$ cat config.mk
export PLATFORM = sky130hd
export DESIGN_NAME = cvxif_result_scheduler_flat
export DESIGN_NICKNAME = d
export VERILOG_FILES = /design/src/rtl/cvxif_sched_pkg.sv /design/src/rtl/cvxif_result_scheduler_if.sv /design/src/rtl/cvxif_id_fifo.sv /design/src/rtl/cvxif_result_scheduler.sv /design/src/flat_wrapper.sv
export SDC_FILE = /design/constraint.sdc
export NUM_CORES = 1
export LEC_CHECK = 0
export CELL_PAD_IN_SITES_DETAIL_PLACEMENT = 0
export CELL_PAD_IN_SITES_GLOBAL_PLACEMENT = 1
export CORE_MARGIN = 1
export CORE_UTILIZATION = 35
export DETAILED_ROUTE_END_ITERATION = 8
export PLACE_DENSITY_LB_ADDON = 0.1
export SLEW_MARGIN = 30
export SYNTH_ARGS = -nofsm -noshare
export SYNTH_HDL_FRONTEND = slang
export SYNTH_SLANG_ARGS = --single-unit
$ cat constraint.sdc
create_clock -name clk -period 2.2 [get_ports clk]
set_input_delay 0.44 -clock clk [delete_from_list [all_inputs] [get_ports clk]]
set_output_delay 0.44 -clock clk [all_outputs]
set_load 0.03 [all_outputs]
$ cat src/rtl/cvxif_sched_pkg.sv
// Shared types and constants for the CV-X-IF result scheduler: per-ID entry
// state, stored result payload and the ID-count derivation.
package cvxif_sched_pkg;

    localparam int X_ID_WIDTH_DEF = 2;
    localparam int X_RFW_DEF      = 32;

    typedef enum logic [1:0] {
        ENTRY_FREE      = 2'd0,
        ENTRY_ISSUED    = 2'd1,
        ENTRY_COMMITTED = 2'd2
    } entry_state_e;

    typedef struct packed {
        logic                 we;
        logic [4:0]           rd;
        logic [X_RFW_DEF-1:0] data;
    } entry_t;

    function automatic int num_ids(input int id_width);
        return 1 << id_width;
    endfunction

    localparam int NUM_IDS_DEF = num_ids(X_ID_WIDTH_DEF);

endpackage

$ cat src/rtl/cvxif_result_scheduler_if.sv
// Issue, commit and result channels between the core side (master) and the
// coprocessor-side result scheduler (slave).
interface cvxif_result_scheduler_if #(
    parameter int X_ID_WIDTH = 2,
    parameter int X_RFW      = 32
);

    logic                  issue_valid;
    logic                  issue_ready;
    logic [X_ID_WIDTH-1:0] issue_id;
    logic                  issue_accept;
    logic                  issue_we;
    logic [4:0]            issue_rd;
    logic [X_RFW-1:0]      issue_data;

    logic                  commit_valid;
    logic [X_ID_WIDTH-1:0] commit_id;
    logic                  commit_kill;

    logic                  result_valid;
    logic                  result_ready;
    logic [X_ID_WIDTH-1:0] result_id;
    logic                  result_we;
    logic [4:0]            result_rd;
    logic [X_RFW-1:0]      result_data;

    logic                  protocol_err;

    modport master (
        output issue_valid, issue_id, issue_accept, issue_we, issue_rd, issue_data,
        input  issue_ready,
        output commit_valid, commit_id, commit_kill,
        input  result_valid, result_id, result_we, result_rd, result_data,
        output result_ready,
        input  protocol_err
    );

    modport slave (
        input  issue_valid, issue_id, issue_accept, issue_we, issue_rd, issue_data,
        output issue_ready,
        input  commit_valid, commit_id, commit_kill,
        output result_valid, result_id, result_we, result_rd, result_data,
        input  result_ready,
        output protocol_err
    );

endinterface

$ cat src/rtl/cvxif_id_fifo.sv
// ID-order FIFO; pointers carry one extra wrap bit so full and empty are
// distinguished without a separate counter.
module cvxif_id_fifo #(
    parameter int DEPTH_LOG2 = 2,
    parameter int WIDTH      = 2
) (
    input  logic             clk,
    input  logic             reset_n,
    input  logic             push,
    input  logic [WIDTH-1:0] push_data,
    input  logic             pop,
    output logic [WIDTH-1:0] head_data,
    output logic             empty,
    output logic             full
);

    localparam int                DEPTH   = 1 << DEPTH_LOG2;
    localparam logic [DEPTH_LOG2:0] PTR_ONE = (DEPTH_LOG2+1)'(1);

    logic [WIDTH-1:0]    mem [DEPTH];
    logic [DEPTH_LOG2:0] wr_ptr_q;
    logic [DEPTH_LOG2:0] rd_ptr_q;
    logic                do_push;
    logic                do_pop;

    assign empty     = (wr_ptr_q == rd_ptr_q);
    assign full      = (wr_ptr_q[DEPTH_LOG2] != rd_ptr_q[DEPTH_LOG2]) &&
                       (wr_ptr_q[DEPTH_LOG2-1:0] == rd_ptr_q[DEPTH_LOG2-1:0]);
    assign do_push   = push && !full;
    assign do_pop    = pop && !empty;
    assign head_data = mem[rd_ptr_q[DEPTH_LOG2-1:0]];

    always_ff @(posedge clk or negedge reset_n) begin
        if (!reset_n) begin
            wr_ptr_q <= '0;
            rd_ptr_q <= '0;
        end else begin
            if (do_push) begin
                wr_ptr_q <= wr_ptr_q + PTR_ONE;
            end
            if (do_pop) begin
                rd_ptr_q <= rd_ptr_q + PTR_ONE;
            end
        end
    end

    // Storage needs no reset: a slot is only read after it has been written.
    always_ff @(posedge clk) begin
        if (do_push) begin
            mem[wr_ptr_q[DEPTH_LOG2-1:0]] <= push_data;
        end
    end

endmodule

$ cat src/rtl/cvxif_result_scheduler.sv
// CV-X-IF result scheduler: tracks accepted instructions per ID and returns
// their results on the result channel in commit order.
module cvxif_result_scheduler
    import cvxif_sched_pkg::*;
#(
    parameter int X_ID_WIDTH = X_ID_WIDTH_DEF,
    parameter int X_RFW      = X_RFW_DEF
) (
    input  logic                    clk,
    input  logic                    reset_n,
    cvxif_result_scheduler_if.slave xif
);

    localparam int NUM_IDS = num_ids(X_ID_WIDTH);

    entry_state_e          state_q [NUM_IDS];
    entry_state_e          state_d [NUM_IDS];
    entry_t                payload_q [NUM_IDS];
    logic                  protocol_err_q;
    logic                  protocol_err_d;

    logic                  issue_ready_int;
    logic                  issue_write;
    logic                  commit_legal;
    logic                  fifo_push;
    logic                  fifo_pop;
    logic                  fifo_empty;
    logic                  fifo_full;
    logic [X_ID_WIDTH-1:0] head_id;
    entry_t                head_entry;

    assign issue_ready_int = (state_q[xif.issue_id] == ENTRY_FREE);
    assign issue_write     = xif.issue_valid && issue_ready_int && xif.issue_accept;
    // A commit is only legal against the registered state, so committing an ID
    // in the same cycle it is issued counts as a protocol error.
    assign commit_legal    = xif.commit_valid && (state_q[xif.commit_id] == ENTRY_ISSUED);
    assign fifo_push       = commit_legal && !xif.commit_kill && !fifo_full;
    assign fifo_pop        = !fifo_empty && xif.result_ready;

    cvxif_id_fifo #(
        .DEPTH_LOG2 (X_ID_WIDTH),
        .WIDTH      (X_ID_WIDTH)
    ) u_order_fifo (
        .clk       (clk),
        .reset_n   (reset_n),
        .push      (fifo_push),
        .push_data (xif.commit_id),
        .pop       (fifo_pop),
        .head_data (head_id),
        .empty     (fifo_empty),
        .full      (fifo_full)
    );

    always_ff @(posedge clk or negedge reset_n) begin
        if (!reset_n) begin
            for (int i = 0; i < NUM_IDS; i++) begin
                state_q[i]   <= ENTRY_FREE;
                payload_q[i] <= '0;
            end
            protocol_err_q <= 1'b0;
        end else begin
            for (int i = 0; i < NUM_IDS; i++) begin
                state_q[i] <= state_d[i];
            end
            if (issue_write) begin
                payload_q[xif.issue_id] <= '{we: xif.issue_we, rd: xif.issue_rd, data: xif.issue_data};
            end
            protocol_err_q <= protocol_err_d;
        end
    end

    // Issue, commit and result pop always target distinct IDs (FREE, ISSUED and
    // COMMITTED respectively), so the three updates never collide.
    always_comb begin
        for (int i = 0; i < NUM_IDS; i++) begin
            state_d[i] = state_q[i];
        end
        protocol_err_d = xif.commit_valid && !commit_legal;
        if (issue_write) begin
            state_d[xif.issue_id] = ENTRY_ISSUED;
        end
        if (commit_legal) begin
            state_d[xif.commit_id] = xif.commit_kill ? ENTRY_FREE : ENTRY_COMMITTED;
        end
        if (fifo_pop) begin
            state_d[head_id] = ENTRY_FREE;
        end
    end

    always_comb begin
        head_entry       = payload_q[head_id];
        xif.issue_ready  = issue_ready_int;
        xif.result_valid = !fifo_empty;
        xif.result_id    = '0;
        xif.result_we    = 1'b0;
        xif.result_rd    = '0;
        xif.result_data  = {X_RFW{1'b0}};
        if (!fifo_empty) begin
            xif.result_id   = head_id;
            xif.result_we   = head_entry.we;
            xif.result_rd   = head_entry.rd;
            xif.result_data = head_entry.data;
        end
        xif.protocol_err = protocol_err_q;
    end

endmodule

$ cat src/flat_wrapper.sv
// flat-port wrapper written by rule: the top's interface ports become plain ports
module cvxif_result_scheduler_flat import cvxif_sched_pkg::*;
#(
    parameter int X_ID_WIDTH = X_ID_WIDTH_DEF,
    parameter int X_RFW      = X_RFW_DEF
)
  (clk, reset_n, xif_issue_valid, xif_issue_id, xif_issue_accept, xif_issue_we, xif_issue_rd, xif_issue_data, xif_issue_ready, xif_commit_valid, xif_commit_id, xif_commit_kill, xif_result_valid, xif_result_id, xif_result_we, xif_result_rd, xif_result_data, xif_result_ready, xif_protocol_err);
  cvxif_result_scheduler_if #(.X_ID_WIDTH(X_ID_WIDTH), .X_RFW(X_RFW)) xif_i ();
  input  logic clk;
  input  logic reset_n;
  input wire logic [$bits(xif_i.issue_valid)-1:0] xif_issue_valid;
  input wire logic [$bits(xif_i.issue_id)-1:0] xif_issue_id;
  input wire logic [$bits(xif_i.issue_accept)-1:0] xif_issue_accept;
  input wire logic [$bits(xif_i.issue_we)-1:0] xif_issue_we;
  input wire logic [$bits(xif_i.issue_rd)-1:0] xif_issue_rd;
  input wire logic [$bits(xif_i.issue_data)-1:0] xif_issue_data;
  output wire logic [$bits(xif_i.issue_ready)-1:0] xif_issue_ready;
  input wire logic [$bits(xif_i.commit_valid)-1:0] xif_commit_valid;
  input wire logic [$bits(xif_i.commit_id)-1:0] xif_commit_id;
  input wire logic [$bits(xif_i.commit_kill)-1:0] xif_commit_kill;
  output wire logic [$bits(xif_i.result_valid)-1:0] xif_result_valid;
  output wire logic [$bits(xif_i.result_id)-1:0] xif_result_id;
  output wire logic [$bits(xif_i.result_we)-1:0] xif_result_we;
  output wire logic [$bits(xif_i.result_rd)-1:0] xif_result_rd;
  output wire logic [$bits(xif_i.result_data)-1:0] xif_result_data;
  input wire logic [$bits(xif_i.result_ready)-1:0] xif_result_ready;
  output wire logic [$bits(xif_i.protocol_err)-1:0] xif_protocol_err;
  assign xif_i.issue_valid = xif_issue_valid;
  assign xif_i.issue_id = xif_issue_id;
  assign xif_i.issue_accept = xif_issue_accept;
  assign xif_i.issue_we = xif_issue_we;
  assign xif_i.issue_rd = xif_issue_rd;
  assign xif_i.issue_data = xif_issue_data;
  assign xif_issue_ready = xif_i.issue_ready;
  assign xif_i.commit_valid = xif_commit_valid;
  assign xif_i.commit_id = xif_commit_id;
  assign xif_i.commit_kill = xif_commit_kill;
  assign xif_result_valid = xif_i.result_valid;
  assign xif_result_id = xif_i.result_id;
  assign xif_result_we = xif_i.result_we;
  assign xif_result_rd = xif_i.result_rd;
  assign xif_result_data = xif_i.result_data;
  assign xif_i.result_ready = xif_result_ready;
  assign xif_protocol_err = xif_i.protocol_err;
  cvxif_result_scheduler #(.X_ID_WIDTH(X_ID_WIDTH), .X_RFW(X_RFW)) u_core (.clk(clk), .reset_n(reset_n), .xif(xif_i));
endmodule
; Word level (Yosys, flattened, before mapping)
; Memory sizes are Yosys's and may differ from the RTL's.
; Index checks and enable logic that the tools add are counted.
; W data, S select, Z words.
[word_totals]
output_inout_bits = 43
wordCells = 87
ramBits = 8
register_bits = 167
n_memories = 1
in_bits = 49
[mem_list]
columns = memory, words, width, read_ports, rd_ports_with_merged_regs, wr, line
row1 = u_core.u_order_fifo.mem, 4, 2, 1, 0, 1, cvxif_id_fifo.sv:20  ; logic [WIDTH-1:0] mem [DEPTH];
[classes]
n_eq_ne = 4
reduce_logical = 18
order_cmp = 6
bitwise_logic = 8
add_sub_neg = 2
mux = 29
[op_table]
columns = operator, count
row1 = $bwmux W152, 1
row2 = $mux W38, 3
row3 = $bmux W38 S2, 1
row4 = $demux W38 S2, 1
row5 = $mux W32, 1
row6 = $mux W8, 3
row7 = $mux W2, 9
row8 = $logic_and A1 B1 Y1, 13
row9 = $demux W2 S2, 3
row10 = $ge A3 B3 Y1 const B, 3
row11 = $lt A3 B1 Y1 const B, 3
row12 = $not A2 Y3, 3
row13 = $and A8 B8 Y8, 1
row14 = $bmux W2 S2, 2
row15 = $bwmux W8, 1
row16 = $not A8 Y8, 1
row17 = $add A3 B1 Y3 const B, 2
row18 = $mux W5, 1
row19 = $and A4 B4 Y4, 1
row20 = $logic_not A1 Y1, 4
row21 = $not A4 Y4, 1
row22 = $or A4 B4 Y4, 1
row23 = $eq A3 B3 Y1, 1
row24 = $mux W1, 3
row25 = 4 further kinds, 4

; Logic depth before layout (Yosys ltp)
; Gate-level depths: netlist (run 1).
[depth]
word_depth = 12
ltp_mapped = 7
mapped_depth_nobuf = 4

; Modules after synthesis
; From an unflattened synthesis (run 1), not the netlist that was laid out.
[hier_totals]
cells_unflattened = 532
area_unflattened_um2 = 8157.8
[by_module_without_submodules]
columns = mod, cells_each, area_per_inst_um2, n_inst, seq_area_each_um2
row1 = cvxif_result_scheduler, 472, 7364.6, 1, 4028.9
row2 = cvxif_id_fifo, 60, 793.3, 1, 390.4

; Least setup slack after synthesis (run 1)
; OpenSTA, ideal clock, no wires.
[synth_timing]
path_kind = reg-to-output
from = register u_core.u_order_fifo.rd_ptr_q[0]
to = output xif_result_data[30]
stages_incl_launch_ff = 6
arrival_ps = 1981
n_path_buf = 2
setup_slack_ps = -221
path_cell_list = dfrtp_1 buf_2 mux4_2 a31o_2 clkbuf_1 o22ai_1
[synth_via]
elab_chain_cells = 6
elab_cells_between_ends = 7
classes_between = 1 x eq/ne / 4 x mux / 1 x bitwise / 1 x memory
[synth_lines]
columns = element, line
row1 = from (decl), cvxif_id_fifo.sv:22  ; logic [DEPTH_LOG2:0] rd_ptr_q;
row2 = from (signal assigned), cvxif_id_fifo.sv:42  ; rd_ptr_q <= rd_ptr_q + PTR_ONE;
row3 = $mem_v2 Z4 W2, n/a
row4 = $not A2 Y3 (implied by the code), cvxif_result_scheduler.sv:91  ; head_entry = payload_q[head_id];
row5 = $bmux W38 S2, cvxif_result_scheduler.sv:91
row6 = $mux W38 (implied by the code) (2 in a row), cvxif_result_scheduler.sv:91
row7 = $mux W32 *, cvxif_result_scheduler.sv:98  ; if (!fifo_empty) begin
row8 = to (decl), flat_wrapper.sv:25  ; output wire logic [$bits(xif_i.result_data)-1:0] xif_result_data;
; Mark *: on every way between the ends. The rest lies on a longest branch, timed or not. The select of a mux whose other input is x is not followed.

; Final worst setup path (run 1)
[layout_timing]
from = register u_core.u_order_fifo.rd_ptr_q[1]
to = output xif_result_data[7]
; Same word-level chain as after synthesis.

==> results of run 1 <==
-- final timing paths --
kind / cells after the start / to / start
hold reg to reg: 1 / u_core.payload_q[45] / u_core.payload_q[45]
min in group asynchronous: 2 / u_core.payload_q[103] / reset_n
setup / recovery: 7 / xif_result_data[7] / u_core.u_order_fifo.rd_ptr_q[1]
max in group asynchronous: 3 / u_core.payload_q[6] / reset_n
setup reg to reg: 9 / u_core.state_q[4] / u_core.u_order_fifo.rd_ptr_q[0]
hold / removal: 1 / u_core.payload_q[45] / u_core.payload_q[45]
-- logic make-up (layout without fill, tap and decap cells) --
logic type,count (synthesis),after routing
xor gates and xnor gates,9,9
buffers and inverters,42,195
DFF,175,175
muxes,236,237
AOI/OAI and AO/OA,51,51
adders and majority gates,5,5
and+or+nand+nor,41,41
-- sequential cells by signal, indices dropped and copies added (netlist names) --
register	cells
u_core.u_order_fifo.wr_ptr_q	3
u_core.state_q	8
u_core.xif.protocol_err	1
u_core.u_order_fifo.rd_ptr_q	3
u_core.u_order_fifo.mem	8
u_core.payload_q	152
-- Yosys cell counts (all sizes together) (2+ instances only) --
| library cell | count | area (um2) |
|---|---|---|
| nand2 | 3 | 11.26 |
| clkbuf | 15 | 56.30 |
| mux4 | 3 | 67.56 |
| nor4 | 4 | 25.02 |
| nand2b | 5 | 31.28 |
| and2 | 6 | 40.03 |
| mux2 | 155 | 1749 |
| dfrtp | 167 | 4179 |
| o22a | 2 | 17.52 |
| nand3 | 3 | 15.01 |
| edfxtp | 8 | 240.2 |
| a211oi | 2 | 15.01 |
| nor3b | 2 | 15.01 |
| xnor2 | 6 | 52.55 |
| nor3 | 3 | 15.01 |
| o22ai | 38 | 237.7 |
| inv | 7 | 26.27 |
| nor2 | 7 | 26.28 |
| buf | 20 | 92.59 |
| xor2 | 3 | 26.28 |
| nand4b | 2 | 17.52 |
| mux2i | 78 | 780.8 |
| ha | 5 | 62.56 |
-- repair_timing --
item	4_1_cts	5_1_grt
resized for setup	89	27
endpoints found under the hold margin	41	0
gates cloned	2	2
pin swaps	4	2
hold buffers	1	0
setup buffers	14	2
setup endpoints to repair	41	49
-- routing by layer --
layer,up-vias,global-route usage (%)
met5,-,0
met4,4,5.195
met3,19,3.669
met2,71,28.66
met1,2676,22.95
li1,2359,-
-- area by class of cell --
cell class | count | share of cell area (%)
clock buffers | 18 | 3.943
clock inverters | 14 | 1.598
repair buffers | 156 | 15.71
flip-flops and latches | 175 | 40.61
well taps | 280 | 3.219
multi-input cells | 343 | 34.65
inverters | 7 | 0.2644
-- through the flow --
step                setup WS (ns)  area [um2]  utilization [%]  hold WS [ns]
global placement          -0.3789        9592            43.55        0.3985
floorplan                 -0.1892        7998                -        0.1444
global route              -0.5790       10880            49.41        0.5151
CTS                       -0.4919       10720            48.67        0.5080
finish                    -0.4644       10880            49.41        0.5058
detailed placement        -0.4161        9592            43.55        0.4072
-- power breakdown --
group          switching (W)  internal [W]  leakage (nW)
Combinational        0.00562       0.00578          2.30
Clock                0.00128       0.00181         0.293
Sequential          0.000899       0.00479          2.08
==> run metrics, run 1 <==
Worst Clk Skew 0.01003 ns; global routing usage summed across all routing layers 17.37%; Pre-antenna DRT Iters 8; Post-DRT Antenna Nets 0; xor-xnor portion of the synthesized cell area 0.9928%; die height 152.6 um; maximum fanout count along the critical path 6; buffer cell driving the clock tree root sky130_fd_sc_hd__clkbuf_16; Met2 Routed Length 9326 um; highest-delay cell along the critical path sky130_fd_sc_hd__dfrtp_2; data arrival at the endpoint of the critical path 2.22 ns; nets 754; sort of element at the end of the critical path primary output; die outline area 23,290 um2; Floorplan Core Area 22,030 um2; DRC viols 0; area of the mapped netlist 7940 um2; power density relative to cell area 1855 nW/um2; Via Count 5,129; met1 wire length 9162 um; prevailing post-synth register cell sky130_fd_sc_hd__dfrtp_1; final count of hold timing violations 0; TritonCTS clock tree yes; clock slew seen by the registers of the worst setup and hold paths 0.06 ns; Max-slew headroom 69.40%; Placer Congestion 0.7608; Static Leak 4.674 nW; adder-cell area share of the yosys netlist 0.7879%; routed wl met3 612 um; final HPWL from detailed placement 12,410 um; internal reg-to-reg setup slack 0.19 ns; number of antenna violations at the first check in global routing 2; maximum single-stage delay on the critical path 0.45 ns; hold crit path type reg -> reg; Initial Util 36.05%; overflow left after global routing 0; minimum clock period 2.664 ns; share of flip-flops with an asynchronous set or reset after synthesis 95.43%; via-per-instance ratio 5.165; standard-cell rows 54; series of cell instances along the critical path mux2i_2 > mux2_4 > buf_12 > buf_12 > mux2i_1 > o22ai_1 > buf_4; register bit total from synthesis 175; actual transition at the worst max-transition pin 0.4590 ns; most common cell after layout, fill and taps aside sky130_fd_sc_hd__dfrtp_1; post-route setup slack -0.4644 ns; library cell appearing most often on the critical path sky130_fd_sc_hd__buf_12; number of max-cap violations 0; first-iteration detailed-routing DRC count 163; number of buffers inserted during clock tree synthesis 17; result of the run finished with violations; max frequency 0.3753 GHz; simple-gate share of the synthesized area 3.104%; largest net degree at the start of global routing 47; startpoint type of the worst setup path flip-flop; H-tree depth 4; Clock Sink Count 175; Setup CP Type reg -> out; DR WL/cell 19.44 um; placed insts 945; total power draw 0.02019 W; final number of max-transition violations 0; Post-Route Setup TNS -16.21 ns; final cell count without fillers 993; critical path's top delay family multiplexers; worst ir drop on vdd 846.2 uV; count of port buffers added during placement 91; Ys Warns 0; unrepaired setup endpoints after global routing yes; required time of the critical path 1.76 ns; largest family of logic cells by synthesized area multiplexers; synthesized netlist net count 613; vias in the first global route 5,577; # diodes 0; EDFF count, synth 8; register cell area after layout 4420 um2; I/O pin count 92; period utilisation layout 121.1%; buffers and inverters on the worst path 3; area occupied by multi-input gates 3771 um2; wire length of the first global-routing pass 31,110 um; top layer reached by signal wires met5; fraction of layout instances using a drive strength above 1 50.35%; filler instances 1,961; final setup vio count 40; maximum number of buffers from clock root to sink 2; complex-gate fraction of the synthesized area 4.538%; average cell area after synthesis 14.20 um2; mux cell area share after synthesis 32.71%; violations in the final reports negative setup slack; sequential cell area fraction in the yosys report 55.66%; commonest cells after routing, fill and taps aside sky130_fd_sc_hd__dfrtp_1, sky130_fd_sc_hd__mux2_2, sky130_fd_sc_hd__mux2i_1; Final Routed Wirelength 19,300 um; Syn Inst Count 559; Die X-Extent 152.6 um; number of distinct library cells after synthesis 42; area growth from synthesis to layout 37.08%; insertion delay to the later sink of the worst-skew pair 0.42 ns
No activity file was read; power rests on OpenSTA's default activity.
==> inputs of run 2 (changes only) <==
--- a/config.mk
+++ b/config.mk
@@ -10,8 +10,8 @@
 export CORE_MARGIN = 1
 export CORE_UTILIZATION = 35
 export DETAILED_ROUTE_END_ITERATION = 8
+export MAX_ROUTING_LAYER = met4
 export PLACE_DENSITY_LB_ADDON = 0.1
-export SLEW_MARGIN = 30
 export SYNTH_ARGS = -nofsm -noshare
 export SYNTH_HDL_FRONTEND = slang
 export SYNTH_SLANG_ARGS = --single-unit
==> run 2 against run 1 <==
Net effect: the run still ends with negative setup slack left; flip-flop and latch count unchanged; fmax decreased by 1.6%; register-to-register slack about the same; utilization about the same; cell count increased by 0.20%; power about the same; design area about the same; wire length increased by 0.44%; largest cell class unchanged.
==> run metrics, run 2 (synthesis results as in run 1) <==
startpoint type of the worst setup path flip-flop; required time of the critical path 1.76 ns; commonest cells after routing, fill and taps aside sky130_fd_sc_hd__dfrtp_1, sky130_fd_sc_hd__mux2_2, sky130_fd_sc_hd__mux2i_1; area growth from synthesis to layout 37.14%; die height 152.6 um; DRC viols 0; clock slew seen by the registers of the worst setup and hold paths 0.07 ns; standard-cell rows 54; die outline area 23,290 um2; power density relative to cell area 1856 nW/um2; proportion of power drawn by the clock network 15.3%; final design utilization 49.44%; area occupied by multi-input gates 3771 um2; final setup vio count 40; number of flip-flops under the largest register name 152; via-per-instance ratio 5.149; Final Routed Wirelength 19,390 um; global routing usage summed across all routing layers 17.95%; net switching power figure 0.007827 W; fraction of layout instances using a drive strength above 1 50.35%; worst ir drop on vdd 845.5 uV; final count of hold timing violations 0; minimum clock period 2.708 ns; violations in the final reports negative setup slack; post-route setup slack -0.5076 ns; H-tree depth 4; vias in the first global route 5,558; wire length of the first global-routing pass 31,120 um; Initial Util 36.05%; placed insts 945; Clock Sink Count 175; count of port buffers added during placement 91; register cell area after layout 4420 um2; hold crit path type in -> async; I/O pin count 92; number of max-cap violations 0; Post-DRT Antenna Nets 0; period utilisation layout 123.1%; Via Count 5,123; Reg with most FFs u_core.payload_q; Static Leak 4.674 nW; filler instances 1,961; Worst Clk Skew 0.01047 ns; Placer Congestion 0.7708; Net Sw Frac 38.73%; final cell count without fillers 995; number of buffers inserted during clock tree synthesis 17; actual transition at the worst max-transition pin 0.4584 ns; unrepaired setup endpoints after global routing yes; DR WL/cell 19.48 um; number of antenna violations at the first check in global routing 2; most common cell after layout, fill and taps aside sky130_fd_sc_hd__dfrtp_1; buffer cell driving the clock tree root sky130_fd_sc_hd__clkbuf_16; Floorplan Core Area 22,030 um2; result of the run finished with violations; proportion of power drawn by flip-flops and latches 28.2%; final number of max-transition violations 0; largest net degree at the start of global routing 47; overflow left after global routing 0; TritonCTS clock tree yes; sort of element at the end of the critical path primary output; maximum fanout count along the critical path 6; insertion delay to the later sink of the worst-skew pair 0.42 ns; internal power 0.01238 W; max frequency 0.3693 GHz; maximum number of buffers from clock root to sink 2; Die X-Extent 152.6 um; first-iteration detailed-routing DRC count 201; final HPWL from detailed placement 12,410 um; nets 754; Gate power share 56.5%; Pre-antenna DRT Iters 8; Setup CP Type reg -> out; Max-slew headroom 69.44%; data arrival at the endpoint of the critical path 2.27 ns
==> run 2: changes by cell type in the layout (fill, tap and decap cells not counted) <==
| cell | change |
|---|---|
| sky130_fd_sc_hd__diode_2 | +2 |
==> run 2: power by group through the flow <==
stage                     Clock [W]  Sequential [W]  Combinational (W)
after floorplan                   0         0.00541            0.00598
after global placement            0         0.00555            0.00921
after detailed placement          0         0.00565            0.00932
after CTS                   0.00319         0.00565             0.0110
after global routing        0.00333         0.00589             0.0121
final                       0.00310         0.00570             0.0114
==> run 2: per-layer routing <==
metal	vias up	track usage, %	wire [um]
li1	2360	-	-
met1	2687	23.36	9322
met2	62	28.51	9330
met3	14	3.413	527
met4	0	5.195	205
met5	-	-	0
==> run 2: path summary, 6_finish.rpt <==
kind                       slack [ns]                       startpoint  cells after the start                     to
max in group asynchronous        0.97                          reset_n                      3   u_core.payload_q[39]
min in group clk                 0.51            u_core.payload_q[127]                      1  u_core.payload_q[127]
hold reg to reg                  0.51            u_core.payload_q[127]                      1  u_core.payload_q[127]
setup reg to reg                 0.18  u_core.u_order_fifo.rd_ptr_q[0]                      9      u_core.state_q[4]
hold / removal                   0.51                          reset_n                      2  u_core.payload_q[103]
setup / recovery                -0.51  u_core.u_order_fifo.rd_ptr_q[1]                      7     xif_result_data[8]
==> run 2: final cells by class <==
type	instances	share of cell area [%]
Timing Repair Buffer	156	15.71
Multi-Input combinational cell	343	34.63
Antenna cell	2	0.04596
Tap cell	280	3.217
Sequential cell	175	40.60
Inverter	7	0.2643
Clock buffer	18	3.941
Clock inverter	14	1.597
==> run 2: per-stage QoR <==
step	setup slack [ns]	power [W]	cell area (um2)	hold slack (ns)	setup TNS (ns)
after floorplan	-0.1892	0.01140	7998	0.1444	-6.469
after global placement	-0.3789	0.01476	9592	0.3985	-6.246
after detailed placement	-0.4161	0.01497	9592	0.4072	-6.923
after CTS	-0.4919	0.01983	10720	0.5080	-17.63
after global routing	-0.5788	0.02132	10890	0.5152	-20.37
final	-0.5076	0.02021	10890	0.5055	-16.48
==> run 2: critical path, stage by stage, from the launching register on <==
cell                      delay, ns
sky130_fd_sc_hd__dfrtp_2       0.45
sky130_fd_sc_hd__mux2i_2       0.18
sky130_fd_sc_hd__mux2_4        0.37
sky130_fd_sc_hd__buf_12        0.17
sky130_fd_sc_hd__buf_12        0.13
sky130_fd_sc_hd__mux2i_1       0.11
sky130_fd_sc_hd__o22ai_1       0.22
sky130_fd_sc_hd__buf_4         0.21
==> run 2: repair_timing <==
| item | CTS | global route |
|---|---|---|
| resized for setup | 89 | 27 |
| setup endpoints to repair | 41 | 49 |
| buffers inserted | 14 | 2 |
| hold buffers | 1 | 0 |
| pin swaps | 4 | 2 |
| gates cloned | 2 | 2 |
| hold endpoints to repair | 41 | 0 |
